$ cat config.mk
export PLATFORM = sky130hd
export DESIGN_NAME = clk_div_monitor_flat
export DESIGN_NICKNAME = d
export VERILOG_FILES = /design/src/rtl/clk_div_monitor_if.sv /design/src/rtl/clk_div_monitor.sv /design/src/flat_wrapper.sv
export SDC_FILE = /design/constraint.sdc
export NUM_CORES = 1
export LEC_CHECK = 0
export CORE_MARGIN = 1.5
export CORE_UTILIZATION = 56
export DETAILED_ROUTE_END_ITERATION = 16
export HOLD_SLACK_MARGIN = 0.02
export MAX_ROUTING_LAYER = met4
export PLACE_DENSITY = 0.91
export SYNTH_ARGS = -nofsm -noshare
export SYNTH_HDL_FRONTEND = slang
export SYNTH_SLANG_ARGS = --single-unit
$ cat constraint.sdc
create_clock -name clk_in -period 2.6 [get_ports clk_in]
set_clock_uncertainty 0.1 [all_clocks]
set_input_delay 0.52 -clock clk_in [delete_from_list [all_inputs] [get_ports clk_in]]
set_output_delay 0.52 -clock clk_in [all_outputs]
set_load 0.02 [all_outputs]
$ cat src/rtl/clk_div_monitor_if.sv
// Bundle between the divided-clock monitor and its consumers: the divided clock
// going in, plus the edge strobes, period measurement and health flags coming out.
interface clk_div_monitor_if #(
  parameter int PW = 4
);
  logic          div_clk;
  logic          rise_pulse;
  logic          fall_pulse;
  logic [PW-1:0] period;
  logic          period_valid;
  logic          locked;
  logic          stall;
  logic [7:0]    err_count;

  modport master (
    input  div_clk,
    output rise_pulse, fall_pulse, period, period_valid, locked, stall, err_count
  );

  modport slave (
    output div_clk,
    input  rise_pulse, fall_pulse, period, period_valid, locked, stall, err_count
  );
endinterface

$ cat src/rtl/clk_div_monitor.sv
// Samples a divided clock on clk_in, emits rise/fall strobes, measures the
// rise-to-rise period and tracks lock, stall and lock-loss statistics.
module clk_div_monitor #(
  parameter int FACTOR     = 5,
  parameter int LOCK_COUNT = 4,
  parameter int PW         = $clog2(2*FACTOR+1)
) (
  input  logic              clk_in,
  input  logic              rst,
  clk_div_monitor_if.master mon
);

  localparam int            MW        = $clog2(LOCK_COUNT+1);
  localparam logic [PW-1:0] CNT_MAX   = PW'(2*FACTOR);
  localparam logic [PW-1:0] CNT_TO    = PW'(2*FACTOR-1);
  localparam logic [PW-1:0] CNT_EXP   = PW'(FACTOR);
  localparam logic [MW-1:0] MATCH_END = MW'(LOCK_COUNT-1);

  typedef enum logic [1:0] {IDLE, MEASURE, LOCKED} state_t;

  state_t        state, state_nxt;
  logic [MW-1:0] match_cnt, match_nxt;
  logic          err_inc;

  logic          s1, s2, s3;
  logic          rise_ev, fall_ev, timeout;
  logic [PW-1:0] cnt;

  logic          rise_q, fall_q, pv_q, locked_q, stall_q;
  logic [PW-1:0] period_q;
  logic [7:0]    err_q;

  assign rise_ev = s2 & ~s3;
  assign fall_ev = ~s2 & s3;
  // Fires only on the step into saturation, so a parked counter cannot retrigger.
  assign timeout = ~rise_ev && (cnt == CNT_TO);

  always_ff @(posedge clk_in or negedge rst) begin
    if (!rst) begin
      state     <= IDLE;
      match_cnt <= '0;
    end else begin
      // NOTE: state flops use non-blocking assignment so every register samples
      // pre-edge values, independent of process evaluation order.
      state     <= state_nxt;
      match_cnt <= match_nxt;
    end
  end

  always_comb begin
    // NOTE: every output of this block gets a default first, so no path leaves a
    // signal unassigned and no latch is inferred.
    state_nxt = state;
    match_nxt = match_cnt;
    err_inc   = 1'b0;
    if (rise_ev) begin
      case (state)
        IDLE: begin
          state_nxt = MEASURE;
          match_nxt = '0;
        end
        MEASURE: begin
          if (cnt == CNT_EXP) begin
            if (match_cnt == MATCH_END) begin
              state_nxt = LOCKED;
              match_nxt = '0;
            end else begin
              match_nxt = match_cnt + MW'(1);
            end
          end else begin
            match_nxt = '0;
          end
        end
        LOCKED: begin
          if (cnt != CNT_EXP) begin
            state_nxt = MEASURE;
            match_nxt = '0;
            err_inc   = 1'b1;
          end
        end
        default: begin
          state_nxt = IDLE;
          match_nxt = '0;
        end
      endcase
    end else if (timeout) begin
      state_nxt = IDLE;
      match_nxt = '0;
      err_inc   = (state == LOCKED);
    end
  end

  always_ff @(posedge clk_in or negedge rst) begin
    if (!rst) begin
      s1       <= 1'b0;
      s2       <= 1'b0;
      s3       <= 1'b0;
      cnt      <= '0;
      rise_q   <= 1'b0;
      fall_q   <= 1'b0;
      pv_q     <= 1'b0;
      period_q <= '0;
      locked_q <= 1'b0;
      stall_q  <= 1'b0;
      err_q    <= '0;
    end else begin
      s1       <= mon.div_clk;
      s2       <= s1;
      s3       <= s2;
      rise_q   <= rise_ev;
      fall_q   <= fall_ev;
      pv_q     <= 1'b0;
      locked_q <= (state_nxt == LOCKED);

      if (rise_ev) begin
        cnt     <= PW'(1);
        stall_q <= 1'b0;
        // The first rise out of IDLE has no reference edge to measure from.
        if (state != IDLE) begin
          period_q <= cnt;
          pv_q     <= 1'b1;
        end
      end else if (cnt != CNT_MAX) begin
        cnt <= cnt + PW'(1);
      end

      if (timeout)
        stall_q <= 1'b1;

      if (err_inc && (err_q != 8'hFF))
        err_q <= err_q + 8'd1;
    end
  end

  assign mon.rise_pulse   = rise_q;
  assign mon.fall_pulse   = fall_q;
  assign mon.period       = period_q;
  assign mon.period_valid = pv_q;
  assign mon.locked       = locked_q;
  assign mon.stall        = stall_q;
  assign mon.err_count    = err_q;

endmodule
$ cat src/flat_wrapper.sv
// flat-port wrapper written by rule: the top's interface ports become plain ports
module clk_div_monitor_flat 
#(
  parameter int FACTOR     = 5,
  parameter int LOCK_COUNT = 4,
  parameter int PW         = $clog2(2*FACTOR+1)
)
  (clk_in, rst, mon_div_clk, mon_rise_pulse, mon_fall_pulse, mon_period, mon_period_valid, mon_locked, mon_stall, mon_err_count);
  clk_div_monitor_if #(.PW(PW)) mon_i ();
  input  logic clk_in;
  input  logic rst;
  input wire logic [$bits(mon_i.div_clk)-1:0] mon_div_clk;
  output wire logic [$bits(mon_i.rise_pulse)-1:0] mon_rise_pulse;
  output wire logic [$bits(mon_i.fall_pulse)-1:0] mon_fall_pulse;
  output wire logic [$bits(mon_i.period)-1:0] mon_period;
  output wire logic [$bits(mon_i.period_valid)-1:0] mon_period_valid;
  output wire logic [$bits(mon_i.locked)-1:0] mon_locked;
  output wire logic [$bits(mon_i.stall)-1:0] mon_stall;
  output wire logic [$bits(mon_i.err_count)-1:0] mon_err_count;
  assign mon_i.div_clk = mon_div_clk;
  assign mon_rise_pulse = mon_i.rise_pulse;
  assign mon_fall_pulse = mon_i.fall_pulse;
  assign mon_period = mon_i.period;
  assign mon_period_valid = mon_i.period_valid;
  assign mon_locked = mon_i.locked;
  assign mon_stall = mon_i.stall;
  assign mon_err_count = mon_i.err_count;
  clk_div_monitor #(.FACTOR(FACTOR), .LOCK_COUNT(LOCK_COUNT), .PW(PW)) u_core (.clk_in(clk_in), .rst(rst), .mon(mon_i));
endmodule
Word level (Yosys, flattened, before mapping)
Index checks and enable logic that the tools add are counted.
Word-level totals
  register bits: 29
  input bits: 3
  output and inout port bits: 17
  word-level logic and storage cells: 61
Cells by class
  add/subtract/negate cells: 3
  eq/ne operators: 10
  multiplexer cells: 22
  bitwise operators: 5
  reduce and logical (&&, ||, !) cells: 8
Operator list (count)
  2-to-1 mux 3 bit: 5
  2-to-1 mux 2 bit: 5
  adder 8 x 1 -> 8 bit (second input constant): 1
  2-to-1 mux 1 bit: 8
  2-to-1 mux 4 bit: 2
  != test 8 bit (second input constant): 1
  case mux 2 bit (3 select lines): 1
  case mux 3 bit (2 select lines): 1
  nonzero test 2 bit: 3
  adder 4 x 1 -> 4 bit (second input constant): 1
  equality test 2 bit (second input constant): 2
  equality test 4 x 3 -> 1 bit (second input constant): 1
  equality test 4 bit (second input constant): 1
  != test 4 x 3 -> 1 bit (second input constant): 1
  != test 4 bit (second input constant): 1
  AND reduction 2 bit: 2
  adder 3 x 1 -> 3 bit (second input constant): 1
  equality test 3 x 2 -> 1 bit (second input constant): 1
  != test 3 bit (second input constant): 1
  NOT 1 bit: 3
  bitwise AND 1 bit: 2
  equality test 2 x 1 -> 1 bit (second input constant): 1
  logical AND 1 bit: 2
  zero test 2 bit: 1

Logic depth before layout (Yosys ltp)
Gate-level depths: netlist (run 1).
  depth in word-level cells: 7
  gate-level depth with buffers: 6
  gate-level depth less buffers: 6

Worst setup path before layout (run 1)
No wires, ideal clock.
  path type: flip-flop to flip-flop
  start: reg u_core.cnt[1]
  end: reg u_core.err_q[1] (netlist: u_core.mon.err_count[1])
  library setup time: 125 ps
  arrival time: 1447 ps
  setup slack: 927 ps
  cell stages (with the launch flop): 7
  buffers on the path: 0
  cell sequence: dfrtp_1 inv_1 ha_1 nand2_1 a21oi_4 o21ai_2 mux2_4
Between the ends
  word-level cells in the longest chain between the ends: 5
  elaborated cells on any way between the ends: 8
RTL lines
  from (decl): line clk_div_monitor.sv:27  | logic [PW-1:0] cnt;
  from (signal assigned): line clk_div_monitor.sv:124  | cnt <= cnt + PW'(1);
  != test 4 x 3 -> 1 bit or equality test 4 bit (tied branches): line clk_div_monitor.sv:75, clk_div_monitor.sv:36
  2-to-1 mux 1 bit or logical AND 1 bit (tied branches): line clk_div_monitor.sv:75, clk_div_monitor.sv:36
  2-to-1 mux 1 bit, on equally long branches: line clk_div_monitor.sv:57, clk_div_monitor.sv:86
  2-to-1 mux 1 bit (*): line clk_div_monitor.sv:56  | if (rise_ev) begin
  logical AND 1 bit (*): line clk_div_monitor.sv:130  | if (err_inc && (err_q != 8'hFF))
  to (signal assigned): line clk_div_monitor.sv:131  | err_q <= err_q + 8'd1;
  to (decl): line clk_div_monitor.sv:31  | logic [7:0] err_q;
Mark *: on every way between the ends. The rest lies on a longest branch, timed or not.
A chain may end at the register's enable or synchronous reset.

Final worst setup path (run 1)
  start: reg u_core.err_q[2] (netlist: u_core.mon.err_count[2])
  end: out mon_err_count[2]
RTL lines
  to (decl): line flat_wrapper.sv:19  | output wire logic [$bits(mon_i.err_count)-1:0] mon_err_count;
No word-level cell between the ends.

==> flow_metrics.env, run 1 <==
export IMPL_outcome="complete, no violations"
export IMPL_grt_util_all_layers_pct=22.27
export IMPL_layout_drive_gt1_share_pct=17.78
export IMPL_synth_edff_count=0
export IMPL_final_min_clock_period_ps=2065
export IMPL_ctsHoldBuffers=0
export IMPL_post_detailed_placement_cell_area_um2=1569
export IMPL_post_synth_top_count_cell="dfrtp_1"
export IMPL_cts_root_buf="clkbuf_4"
export IMPL_initial_core_util_pct=60.10
export IMPL_maxCapViolCount=0
export IMPL_drt_first_iter_violations=12
export IMPL_grt_setup_unrepaired="no"
export IMPL_worst_endpoint_arrival_ps=1450
export IMPL_post_cts_resized=0
export IMPL_timing_hold_worst_class="register to register"
export IMPL_buf_inv_on_cp=1
export IMPL_reg2regPathDepth=6
export IMPL_max_slew_margin_rel_pct=69.44
export IMPL_area_delta_synth_final_pct=23.36
export IMPL_synth_largest_area_cell="dfrtp_1"
export IMPL_grt_max_degree=30
export IMPL_whs_path_depth=0
export IMPL_clock_latency_ps=320
export IMPL_drtAntennaViolNets=0
export IMPL_r2r_start="u_core.cnt[1]$_DFFE_PN0P_"
export IMPL_dp_cells=155
export IMPL_synthCells=109
export IMPL_clock_tree_buffer_depth=2
export IMPL_dp_hpwl_um=1702
export IMPL_io_buffers=19
export IMPL_crit_chain="clkdlybuf4s50_1"
export IMPL_worstSetupPathType="register to output pin"
export IMPL_synth_seq_cells=29
export IMPL_post_drt_via_cell_ratio=5.589
export IMPL_fin_worst_hold_slack_ps=261.1
export IMPL_first_global_vias=955
export IMPL_drtPass1Iterations=3
export IMPL_finalSetupViolations=0
export IMPL_finalHoldViolations=0
export IMPL_clk_pin_slew_worst_paths_ps=90
export IMPL_cts_htree_levels=2
export IMPL_timing_critical_path_max_delay_family="buffers and inverters"
export IMPL_pwr_density_cell_nw_per_um2=854.7
export IMPL_fp_dieArea_um2=2724
export IMPL_synth_yosys_warnings=0
export IMPL_netlist_top_cells_area="dfrtp_1 54%, xnor2_1 5.8%, mux2_2 5.0%"
export IMPL_worst_ir_drop_vdd_v=0.0006732
export IMPL_antenna_found_initial=0
export IMPL_worstSetupStartpointType="register"
export IMPL_layout_cell_area_non_filler_um2=1672
export IMPL_fp_row_count=17
export IMPL_drt_drc=0
export IMPL_synth_cell_area_um2=1355
export IMPL_static_leakage_nw=0.7380
export IMPL_post_synth_most_frequent_cells="29 x dfrtp_1, 9 x nor2_1, 9 x xnor2_1"
export IMPL_grt_pass1_wl_um=4264
export IMPL_gr_total_overflow=0
export IMPL_finalMaxSlewViolations=0
export IMPL_routed_wl_um=2373
export IMPL_fp_dieW_um=52.19
export IMPL_avgSynthCellArea_um2=12.43
export IMPL_yosysSeqAreaShare_pct=53.55
export IMPL_synth_largest_type_area_fraction_pct=53.55
export IMPL_routed_wire_length_per_instance_um=14.56
export IMPL_die_height_um=52.19
export IMPL_detailroute_via_count=911
export IMPL_cts_tree="done"
export IMPL_min_period_over_period_pct=79.44
export IMPL_hp_start="u_core.s1$_DFF_PN0_"
export IMPL_worstSetupPathDepth=1
export IMPL_postCtsSetupBuffers=0
export IMPL_worstPathRequired_ps=1980
export IMPL_io_pins=20
export IMPL_clock_sink_count=29
export IMPL_layout_nets=142
export IMPL_async_flop_share_pct=100.0
export IMPL_final_core_util_pct=74.14
export IMPL_cp_max_fo=6
export IMPL_critPathSlowestCell="clkdlybuf4s50_1"
export IMPL_number_of_diodes=0
export IMPL_synth_distinct_cells=35
export IMPL_end_kind="output pin"
export IMPL_syn_num_nets=117
export IMPL_number_of_buffers_created_by_cts=5
export IMPL_cp_startpoint="u_core.mon.err_count[2]$_DFFE_PN0P_"
export IMPL_synth_top_flop_cell="dfrtp_1"
export IMPL_crit_path_max_incr_delay_ps=650
export IMPL_achievable_frequency_ghz=0.4842
export IMPL_gp_routability_congestion=0.7820
export IMPL_setup_tns_final_ps=0
export IMPL_core_area_um2=2255
export IMPL_worst_pin_slew_ps=458.4
export IMPL_final_cell_count_no_fill=163
export IMPL_fillCellCount=169
[area by class of cell]
| class | instances | area [µm²] | share of cell area (%) |
|---|---|---|---|
| Sequential cell | 29 | 725.7 | 43.41 |
| Clock inverter | 3 | 65.06 | 3.892 |
| Clock buffer | 5 | 37.54 | 2.246 |
| Timing Repair Buffer | 20 | 197.7 | 11.83 |
| Tap cell | 28 | 35.03 | 2.096 |
| Inverter | 4 | 15.01 | 0.8982 |
| Multi-Input combinational cell | 74 | 595.6 | 35.63 |
[layout by cell type (no fill, tap or decap), types with 2 or more instances in the layout]
| cell | Yosys | layout |
|---|---|---|
| clkdlybuf4s50_1 | 0 | 19 |
| o2111ai_1 | 2 | 2 |
| and3_1 | 2 | 2 |
| nor2_1 | 9 | 9 |
| bufinv_16 | 0 | 2 |
| dfrtp_1 | 29 | 29 |
| clkbuf_4 | 0 | 5 |
| o21ai_0 | 3 | 3 |
| mux2_2 | 6 | 6 |
| ha_1 | 5 | 5 |
| nand2b_1 | 2 | 2 |
| a21oi_4 | 2 | 2 |
| or3_1 | 3 | 3 |
| o211ai_1 | 4 | 4 |
| nor2b_1 | 2 | 2 |
| nand3b_1 | 2 | 2 |
| nand2_1 | 4 | 4 |
| xnor2_1 | 9 | 9 |
| a21oi_1 | 3 | 3 |
| inv_1 | 4 | 4 |
[report_power, final]
| group | total (W) | internal [W] | leakage, nW | switching [W] |
|---|---|---|---|---|
| sequential | 0.000605 | 0.000527 | 0.378 | 0.0000772 |
| combinational | 0.000371 | 0.000182 | 0.305 | 0.000189 |
| clock | 0.000453 | 0.000298 | 0.0552 | 0.000156 |
[path summary, 6_finish.rpt]
path                                                  endpoint  slack [ps]
setup / recovery                              mon_err_count[2]         530
hold / removal                             u_core.s2$_DFF_PN0_         260
setup reg to reg           u_core.mon.err_count[1]$_DFFE_PN0P_         760
hold reg to reg                            u_core.s2$_DFF_PN0_         260
max in group asynchronous            u_core.cnt[3]$_DFFE_PN0P_        1670
min in group asynchronous  u_core.mon.err_count[6]$_DFFE_PN0P_         460
[logic make-up after synthesis]
logic type	Yosys count	synth area share (%)
AO/OA/AOI/OAI	22	14.41
XOR/XNOR	9	5.817
adder cells (fa/ha/maj)	5	4.617
buffers and inverters	6	2.493
flip-flops	29	53.56
multiplexers	7	6.094
AND/OR/NAND/NOR	31	13.02
[metrics by stage]
stage / setup WS, ps / power (W)
CTS: 526.3 / 0.001442
global placement: 851.1 / 0.0009688
detailed placement: 770.1 / 0.0009842
finish: 534.6 / 0.001429
global route: 461.4 / 0.001513
floorplan: 927.5 / 0.0008526
[registers in the layout (all words and copies together) (netlist names)]
| signal | flops |
|---|---|
| u_core.s1 | 1 |
| u_core.mon.period_valid | 1 |
| u_core.cnt | 4 |
| u_core.mon.err_count | 8 |
| u_core.mon.rise_pulse | 1 |
| u_core.mon.period | 4 |
| u_core.mon.stall | 1 |
| u_core.mon.locked | 1 |
| u_core.mon.fall_pulse | 1 |
| u_core.s3 | 1 |
| u_core.match_cnt | 3 |
| u_core.state | 2 |
| u_core.s2 | 1 |
[routing by layer]
metal | up-vias | share of wire (%) | track usage, %
met2 | 18 | 48 | 35.23
met1 | 447 | 47 | 27.32
met5 | - | 0 | -
met4 | 0 | 1.3 | 8.974
met3 | 5 | 3.9 | 6.000
li1 | 441 | - | -
Note: power is estimated with default switching activity, not from simulation.
==> inputs of run 2 (changes only) <==
CORE_UTILIZATION = 52   (was 56)
PLACE_DENSITY = 0.86   (was 0.91)
clock period = 2.01 ns   (was 2.6 ns; I/O delays follow)
==> run 2 against run 1 <==
  * Global-route usage is 0.84 points lower
  * Combinational power is 30% higher
  * Via count is 0.55% higher
  * Flip-flop and latch count stayed put
  * Critical endpoint unchanged
  * Largest cell class unchanged
  * Highest routed layer unchanged
==> flow_metrics.env, run 2 (synthesized netlist as in run 1, its figures left out) <==
export IMPL_most_common_cell_after_layout_fill_and_taps_aside="dfrtp_1"
export IMPL_wl_met2_um=1137
export IMPL_grt_util_all_layers_pct=21.43
export IMPL_gp_routability_congestion=0.7315
export IMPL_post_cts_resized=0
export IMPL_cts_htree_levels=2
export IMPL_clk_pin_slew_worst_paths_ps=70
export IMPL_grt_pass1_wl_um=4146
export IMPL_die_height_um=54.05
export IMPL_timing_hold_worst_class="register to register"
export IMPL_worst_ir_drop_vdd_v=0.0008118
export IMPL_wl_met1_um=1083
export IMPL_initial_core_util_pct=54.70
export IMPL_post_detailed_placement_cell_area_um2=1572
export IMPL_cell_internal_pwr_w=0.001082
export IMPL_outcome="complete, no violations"
export IMPL_grt_setup_unrepaired="no"
export IMPL_crit_path_max_incr_delay_ps=650
export IMPL_fillCellCount=208
export IMPL_setup_tns_final_ps=0
export IMPL_clock_latency_ps=320
export IMPL_clock_sink_count=29
export IMPL_p_switching_w=0.0005313
export IMPL_io_pins=20
export IMPL_top_layer="met4"
export IMPL_pwr_density_cell_nw_per_um2=991.7
export IMPL_drt_drc=0
export IMPL_layout_nets=142
export IMPL_crit_chain="clkdlybuf4s50_1"
export IMPL_worst_pin_slew_ps=459.3
export IMPL_finalSetupViolations=0
export IMPL_finalMaxSlewViolations=0
export IMPL_finalHoldViolations=0
export IMPL_fp_dieW_um=54.05
export IMPL_whs_path_depth=0
export IMPL_worstSetupStartpointType="register"
export IMPL_gr_total_overflow=0
export IMPL_min_period_over_period_pct=95.95
export IMPL_final_min_clock_period_ps=1929
export IMPL_timing_critical_path_max_delay_family="buffers and inverters"
export IMPL_area_delta_synth_final_pct=20.04
export IMPL_cts_root_buf="clkbuf_4"
export IMPL_first_global_vias=900
export IMPL_buf_inv_on_cp=1
export IMPL_number_of_diodes=0
export IMPL_placement_setup_worst_slack_ps=194.5
export IMPL_static_leakage_nw=0.7142
export IMPL_core_area_um2=2477
export IMPL_power_share_combinational_pct=29.8
export IMPL_achievable_frequency_ghz=0.5185
export IMPL_drtPass1Iterations=4
export IMPL_routed_wire_length_per_instance_um=14.66
export IMPL_cp_max_fo=6
export IMPL_critPathSlowestCell="clkdlybuf4s50_1"
export IMPL_layout_drive_gt1_share_pct=16.42
export IMPL_drt_first_iter_violations=14
export IMPL_routed_wl_um=2404
export IMPL_reg2regPathDepth=6
export IMPL_io_buffers=19
export IMPL_end_kind="output pin"
export IMPL_worstSetupPathDepth=1
export IMPL_number_of_flip_flops_in_the_largest_register=8
export IMPL_p_sw_share_pct=32.93
export IMPL_grt_max_degree=30
export IMPL_share_clk_of_total_power_pct=21.5
export IMPL_post_drt_via_cell_ratio=5.585
export IMPL_clock_tree_buffer_depth=2
export IMPL_dp_hpwl_um=1785
export IMPL_cts_tree="done"
export IMPL_ctsHoldBuffers=0
export IMPL_antenna_found_initial=0
export IMPL_layout_cell_area_non_filler_um2=1627
export IMPL_final_cell_count_no_fill=164
export IMPL_number_of_buffers_created_by_cts=5
export IMPL_dp_cells=157
export IMPL_detailroute_via_count=916
export IMPL_worst_endpoint_arrival_ps=1430
export IMPL_p_seq_share_pct=48.7
export IMPL_drtAntennaViolNets=0
export IMPL_met3_length_um=121
export IMPL_worstPathRequired_ps=1510
export IMPL_finalWorstSetupSlack_ps=81.40
export IMPL_fp_row_count=18
export IMPL_worstSetupPathType="register to output pin"
export IMPL_max_slew_margin_rel_pct=69.38
export IMPL_maxCapViolCount=0
export IMPL_postCtsSetupBuffers=0
export IMPL_final_cell_mix="29 x dfrtp_1, 19 x clkdlybuf4s50_1, 9 x nor2_1, 9 x xnor2_1, 6 x mux2_2"
export IMPL_fp_dieArea_um2=2921
-- run 2: changes by cell type in the layout (fill, tap and decap cells not counted) --
cell and delta:
bufinv_16 -2, clkbuf_1 +1, clkbuf_8 +1, clkinv_2 -1
-- run 2: through the flow --
step | total power (W) | utilization [%] | hold slack (ps)
floorplan | 0.001103 | - | 6.409
global placement | 0.001254 | 63.43 | 238.4
finish | 0.001613 | 65.66 | 257.0
global route | 0.001709 | 65.66 | 281.5
detailed placement | 0.001279 | 63.43 | 238.0
CTS | 0.001633 | 65.66 | 261.1
-- run 2: per-layer routing --
| metal | global-route usage (%) | up-vias |
|---|---|---|
| met1 | 26.25 | 443 |
| li1 | - | 439 |
| met5 | - | - |
| met3 | 6.389 | 7 |
| met2 | 31.10 | 27 |
| met4 | 12.92 | 0 |
-- run 2: worst paths after layout --
kind / startpoint / endpoint / slack (ps)
setup / recovery: u_core.mon.err_count[2]$_DFFE_PN0P_ / mon_err_count[2] / 80
hold / removal: u_core.s1$_DFF_PN0_ / u_core.s2$_DFF_PN0_ / 260
setup reg to reg: u_core.cnt[1]$_DFFE_PN0P_ / u_core.mon.err_count[1]$_DFFE_PN0P_ / 150
hold reg to reg: u_core.s1$_DFF_PN0_ / u_core.s2$_DFF_PN0_ / 260
max in group asynchronous: rst / u_core.mon.period[3]$_DFFE_PN0P_ / 1190
min in group asynchronous: rst / u_core.mon.err_count[4]$_DFFE_PN0P_ / 350
-- run 2: power by group through the flow --
| stage | combinational (W) | sequential, W | clock (W) |
|---|---|---|---|
| floorplan | 0.000283 | 0.000820 | 0 |
| global route | 0.000526 | 0.000801 | 0.000381 |
| detailed placement | 0.000483 | 0.000796 | 0 |
| finish | 0.000481 | 0.000785 | 0.000347 |
| CTS | 0.000486 | 0.000785 | 0.000362 |
| global placement | 0.000466 | 0.000788 | 0 |
-- run 2: final cells by class --
cell class,instances,area (µm²),area share (%)
flip-flops and latches,29,725.7,44.62
repair buffers,20,197.7,12.15
inverters,4,15.01,0.9231
clock buffers,7,55.05,3.385
multi-input cells,74,595.6,36.62
well taps,30,37.54,2.308
